$ cat config.mk
export PLATFORM = sky130hd
export DESIGN_NAME = stopwatch_controller
export DESIGN_NICKNAME = d
export VERILOG_FILES = /design/src/rtl/stopwatch_controller.sv
export SDC_FILE = /design/constraint.sdc
export NUM_CORES = 1
export LEC_CHECK = 0
export ABC_AREA = 1
export BUFFER_PORTS_ARGS = -buffer_cell sky130_fd_sc_hd__clkbuf_2
export CAP_MARGIN = 40
export CORE_MARGIN = 2
export CORE_UTILIZATION = 40
export CTS_CLUSTER_DIAMETER = 40
export DETAILED_ROUTE_END_ITERATION = 16
export SLEW_MARGIN = 20
export SYNTH_ARGS = -nofsm -noshare
export SYNTH_HDL_FRONTEND = slang
export SYNTH_SLANG_ARGS = --single-unit
$ cat constraint.sdc
create_clock -name clk1KHz -period 5.7 [get_ports clk1KHz]
set_clock_uncertainty 0.15 [all_clocks]
set_input_delay 1.14 -clock clk1KHz [delete_from_list [all_inputs] [get_ports clk1KHz]]
set_output_delay 1.14 -clock clk1KHz [all_outputs]
set_load 0.01 [all_outputs]
$ cat src/rtl/stopwatch_controller.sv
// Two-button stopwatch controller: debounced start/stop and lap/reset buttons driving
// run/pause/lap/clear sequencing. `STOPWATCH_CTRL_LONGPRESS_EN enables long-press clear on B.
module stopwatch_controller #(
  parameter int DEBOUNCE_MS  = 20,
  parameter int LONGPRESS_MS = 1000
) (
  input  logic       clk1KHz,
  input  logic       reset,
  input  logic       btn_a,
  input  logic       btn_b,
  input  logic [9:0] ms_in,
  input  logic [5:0] sec_in,
  input  logic [5:0] min_in,
  output logic       start,
  output logic       stop,
  output logic       clear,
  output logic [1:0] state,
  output logic [9:0] disp_ms,
  output logic [5:0] disp_sec,
  output logic [5:0] disp_min,
  output logic [3:0] lap_count
);

  localparam int CW = $clog2(DEBOUNCE_MS + 1);
  localparam logic [CW-1:0] DB_LAST = CW'(DEBOUNCE_MS - 1);
  localparam logic [CW-1:0] DB_ONE  = CW'(1);

  if (DEBOUNCE_MS < 1 || LONGPRESS_MS <= DEBOUNCE_MS) begin : gBadParams
    $error("stopwatch_controller: need DEBOUNCE_MS >= 1 and LONGPRESS_MS > DEBOUNCE_MS");
  end

  typedef enum logic [1:0] {IDLE = 2'd0, RUNNING = 2'd1, PAUSED = 2'd2, LAP_HOLD = 2'd3} state_e;

  logic [1:0]         sync1_q, sync2_q, stable_q, stable_d;
  logic [1:0][CW-1:0] cnt_q, cnt_d;
  logic               aEvt, bEvt, bLong;

  state_e     state_q, state_d;
  logic       start_q, start_d, stop_q, stop_d, clear_q, clear_d;
  logic       pendClear_q, pendClear_d;
  logic [9:0] lapMs_q, lapMs_d, dispMs_q, dispMs_d;
  logic [5:0] lapSec_q, lapSec_d, dispSec_q, dispSec_d;
  logic [5:0] lapMin_q, lapMin_d, dispMin_q, dispMin_d;
  logic [3:0] lapCnt_q, lapCnt_d;

  always_ff @(posedge clk1KHz or posedge reset) begin
    if (reset) begin
      sync1_q  <= '0;
      sync2_q  <= '0;
      stable_q <= '0;
      cnt_q    <= '0;
    end else begin
      sync1_q  <= {btn_b, btn_a};
      sync2_q  <= sync1_q;
      stable_q <= stable_d;
      cnt_q    <= cnt_d;
    end
  end

  // Any return of the synchronized level to the accepted level restarts the count.
  always_comb begin
    stable_d = stable_q;
    cnt_d    = '0;
    for (int i = 0; i < 2; i++) begin
      if (sync2_q[i] != stable_q[i]) begin
        if (cnt_q[i] == DB_LAST) stable_d[i] = sync2_q[i];
        else                     cnt_d[i]    = cnt_q[i] + DB_ONE;
      end
    end
  end

  assign aEvt = stable_d[0] & ~stable_q[0];

`ifdef STOPWATCH_CTRL_LONGPRESS_EN
  localparam int LW = $clog2(LONGPRESS_MS + 1);
  localparam logic [LW-1:0] LP_LAST = LW'(LONGPRESS_MS - 1);
  localparam logic [LW-1:0] LP_MAX  = LW'(LONGPRESS_MS);
  localparam logic [LW-1:0] LP_ONE  = LW'(1);

  logic [LW-1:0] holdCnt_q, holdCnt_d;
  logic          longDone_q, longDone_d, bFall;

  always_ff @(posedge clk1KHz or posedge reset) begin
    if (reset) begin
      holdCnt_q  <= '0;
      longDone_q <= 1'b0;
    end else begin
      holdCnt_q  <= holdCnt_d;
      longDone_q <= longDone_d;
    end
  end

  // Short B acts on debounced release unless the hold already produced a long event.
  always_comb begin
    bFall     = stable_q[1] & ~stable_d[1];
    holdCnt_d = '0;
    if (sync2_q[1]) holdCnt_d = (holdCnt_q == LP_MAX) ? holdCnt_q : holdCnt_q + LP_ONE;
    bLong      = sync2_q[1] && (holdCnt_q == LP_LAST);
    bEvt       = bFall && !longDone_q;
    longDone_d = longDone_q;
    if (bLong)      longDone_d = 1'b1;
    else if (bFall) longDone_d = 1'b0;
  end
`else
  assign bEvt  = stable_d[1] & ~stable_q[1];
  assign bLong = 1'b0;
`endif

  always_ff @(posedge clk1KHz or posedge reset) begin
    if (reset) begin
      state_q     <= IDLE;
      start_q     <= 1'b0;
      stop_q      <= 1'b0;
      clear_q     <= 1'b0;
      pendClear_q <= 1'b0;
      lapMs_q     <= '0;
      lapSec_q    <= '0;
      lapMin_q    <= '0;
      lapCnt_q    <= '0;
      dispMs_q    <= '0;
      dispSec_q   <= '0;
      dispMin_q   <= '0;
    end else begin
      state_q     <= state_d;
      start_q     <= start_d;
      stop_q      <= stop_d;
      clear_q     <= clear_d;
      pendClear_q <= pendClear_d;
      lapMs_q     <= lapMs_d;
      lapSec_q    <= lapSec_d;
      lapMin_q    <= lapMin_d;
      lapCnt_q    <= lapCnt_d;
      dispMs_q    <= dispMs_d;
      dispSec_q   <= dispSec_d;
      dispMin_q   <= dispMin_d;
    end
  end

  // A has priority over B whenever both fire in the same cycle.
  always_comb begin
    state_d = state_q;
    if (pendClear_q) state_d = IDLE;
    else begin
      case (state_q)
        IDLE:     if (aEvt) state_d = RUNNING;
        RUNNING:  if (aEvt || bLong) state_d = PAUSED;
                  else if (bEvt)     state_d = LAP_HOLD;
        LAP_HOLD: if (aEvt || bLong) state_d = PAUSED;
                  else if (bEvt)     state_d = RUNNING;
        PAUSED:   if (aEvt)          state_d = RUNNING;
                  else if (bEvt || bLong) state_d = IDLE;
        default:  state_d = IDLE;
      endcase
    end
  end

  always_comb begin
    start_d     = 1'b0;
    stop_d      = 1'b0;
    clear_d     = 1'b0;
    pendClear_d = 1'b0;
    lapMs_d     = lapMs_q;
    lapSec_d    = lapSec_q;
    lapMin_d    = lapMin_q;
    lapCnt_d    = lapCnt_q;
    if (pendClear_q) begin
      clear_d = 1'b1;
    end else begin
      case (state_q)
        IDLE:     if (aEvt) start_d = 1'b1;
        RUNNING: begin
          if (aEvt) stop_d = 1'b1;
          else if (bLong) begin
            stop_d      = 1'b1;
            pendClear_d = 1'b1;
          end else if (bEvt) begin
            lapMs_d  = ms_in;
            lapSec_d = sec_in;
            lapMin_d = min_in;
            if (lapCnt_q != 4'd15) lapCnt_d = lapCnt_q + 4'd1;
          end
        end
        LAP_HOLD: begin
          if (aEvt) stop_d = 1'b1;
          else if (bLong) begin
            stop_d      = 1'b1;
            pendClear_d = 1'b1;
          end
        end
        PAUSED: begin
          if (aEvt) start_d = 1'b1;
          else if (bEvt || bLong) clear_d = 1'b1;
        end
        default: ;
      endcase
    end
    if (clear_d) begin
      lapMs_d  = '0;
      lapSec_d = '0;
      lapMin_d = '0;
      lapCnt_d = '0;
    end
    dispMs_d  = (state_q == LAP_HOLD) ? lapMs_q  : ms_in;
    dispSec_d = (state_q == LAP_HOLD) ? lapSec_q : sec_in;
    dispMin_d = (state_q == LAP_HOLD) ? lapMin_q : min_in;
  end

  assign start     = start_q;
  assign stop      = stop_q;
  assign clear     = clear_q;
  assign state     = state_q;
  assign disp_ms   = dispMs_q;
  assign disp_sec  = dispSec_q;
  assign disp_min  = dispMin_q;
  assign lap_count = lapCnt_q;

endmodule

==> results.ini <==
[setup_path]
path_max_fanout = 47
critPathSlowestCell = buf_4
path_delay_family = simple AND/OR/NAND/NOR gates
crit_arrival_ps = 2340
crit_chain = ha_1, nand2_1, inv_2, nand3_4, nand2_4, nor2_4, buf_4, nand2_1, nand2_1, nand2_1
worst-path-buf-inv = 2
end_kind = register
cp.required_ps = 5770
path_class = reg -> reg
cp_common_cell = nand2_1
startpoint_type = register
slowest_delay_ps = 540

[synthesis]
yosys_warnings = 0
syn-cell-area_um2 = 3000
ys.flop_type = dfrtp_1
syn_area_per_cell_um2 = 10.5
synth-simple-area-share_pct = 19.2
synthXorXnorAreaFrac_pct = 2.34
synth_top_family_by_area = simple AND/OR/NAND/NOR gates
synth.distinct_cells = 24
synthArstFlopShare_pct = 100
synthTopCellsByArea = dfrtp_1 (58%), o21ai_2 (6.4%), nand2_1 (5.8%)
synth_edf_count = 0
synthAdderAreaFrac_pct = 1.25
synth_top_cell_by_area = dfrtp_1
synthCells = 285
synth_commonest_cells = dfrtp_1 (69), nand2_1 (46), inv_1 (38), o21ai_0 (25), o21ai_2 (22)
synth_compound_area_share_pct = 11.0
synth.most_common_cell = dfrtp_1
synth_nets = 314
synth_top_area_share_pct = 57.6
muxShareOfSynthArea_pct = 0
ys_seq_area_share_pct = 57.6
synth_seq_cells = 69

[clock_tree]
cts_max_level = 3
postCtsHoldBufs = 0
post_cts_buffers = 0
worstSkewPairLatency_ps = 330
numCtsBuffers = 9
cts-resized-gates = 0
cts_tree = done
clock_sinks = 69
cts-root-buf = clkbuf_8
clock_path_buffers = 2
clkTransAtPathRegs_ps = 70

[drt]
drtIter0Drc = 91
wl_per_cell_um = 11.5
vias = 2027
drc = 0
drt_pre_antenna_iters = 4
viasPerCell = 4.51
wl_um = 5150
ant_nets = 0

[die]
die_area_um2 = 8210
die_h_um = 90.6
pin_count = 57
rows = 31
core_um2 = 7250
start_util_pct = 41.3
dieWidth_um = 90.6

[finish]
antennaDiodeCount = 0
nNetsFinal = 374
stdcell_count = 449
n_fill_cell = 690
design_area_um2 = 3550
syn2layout_area_growth_pct = 18.4
fin_util_pct = 49.0
drive_gt1_share_pct = 34.9

[sta]
setup_tns_ps = 0
hold_violations = 0
hold_ws_ps = 203
final_max_slew_viol_count = 0
min_period_ps = 2270
slew_headroom_pct = 55.3
rsz0062_at_grt = false
tightest_slew_ps = 670
setup_violations = 0
timing.fmax_mhz = 441
min_period_over_period_pct = 39.8

[run]
max-cap-violations = 0

[worst_hold_path]
hold_path_class = reg -> reg

[global_route]
grt_max_degree = 50
grt_pass1_vias = 1996
overflow = 0
grt_use_total_pct = 13.9
antenna_found_initial = 0
grt_pass1_wl_um = 9160

[placed_design]
dp_hpwl_um = 3510
portBuffers = 56
post-place-cells = 433
placed_cell_area_um2 = 3350
gp_congestion = 0.753

[power_and_ir_drop]
ir_drop_mv = 0.121
leakagePower_nw = 1.81
powerDensity_nw_per_um2 = 275

[outcome]
outcome = finished clean

==> cell usage in the layout, fill, tap and decap left out, types with 4 or more instances in the layout <==
master	instances
clkbuf_2	56
clkbuf_8	9
dfrtp_1	69
inv_1	37
nand2_1	46
nand3_1	15
nand3_2	16
nor2_1	17
o21ai_0	25
o21ai_2	22
xnor2_1	4
xor2_1	4
==> final timing paths <==
kind	slack, ps	depth (start not counted)	end	startpoint
min reg2reg	200	0	sync2_q[1]	sync1_q[1]
max reg2reg	3430	10	lap_count[0]	cnt_q[0]
min	200	0	sync2_q[1]	sync1_q[1]
max	3430	10	lap_count[0]	cnt_q[0]
max in group asynchronous	4220	4	lapMs_q[9]	reset
min in group asynchronous	670	3	cnt_q[4]	reset
==> flip-flops by register name (all words and copies together), names as in the netlist, 2 cells and up <==
name       flops
stable_q       2
lapSec_q       6
sync2_q        2
disp_min       6
state          2
lap_count      4
cnt_q         10
disp_sec       6
disp_ms       10
lapMin_q       6
lapMs_q       10
sync1_q        2
==> routing by layer <==
metal  global-route usage [%]  share of wire, %  wire, µm
met1                     19.5                47      2440
met2                     20.0                46      2390
met3                     3.09               3.7       190
met4                     7.69               2.3       119
met5                        0                 0         0
==> cell families (layout without fill, tap and decap cells) <==
logic type      after synthesis  count (layout)
simple gates                105             105
flops                        69              69
buf+inv                      51             116
compound gates               49              49
xor+xnor                      8               8
fa+ha+maj                     3               3
==> power breakdown <==
group,leakage [nW],internal (W),total [W],switching [W]
sequential,0.784,0.000502,0.000508,0.00000542
clock,0.107,0.000244,0.000417,0.000172
combinational,0.916,0.0000215,0.0000534,0.0000319
==> cell type report <==
cell class	instances	area (µm²)	area share (%)
Tap cell	99	124	3.49
Inverter	40	150	4.23
Clock inverter	5	75.1	2.11
Multi-Input combinational cell	165	1010	28.6
Timing Repair Buffer	60	330	9.30
Sequential cell	69	1730	48.6
Clock buffer	11	131	3.70
==> stage by stage <==
| step | setup WS [ps] | total power (W) |
|---|---|---|
| after floorplan | 2670 | 0.000543 |
| after global placement | 3490 | 0.000569 |
| after detailed placement | 3420 | 0.000572 |
| after CTS | 3410 | 0.000991 |
| after global routing | 3250 | 0.00103 |
| final | 3430 | 0.000978 |
Note: power is estimated with default switching activity, not from simulation.
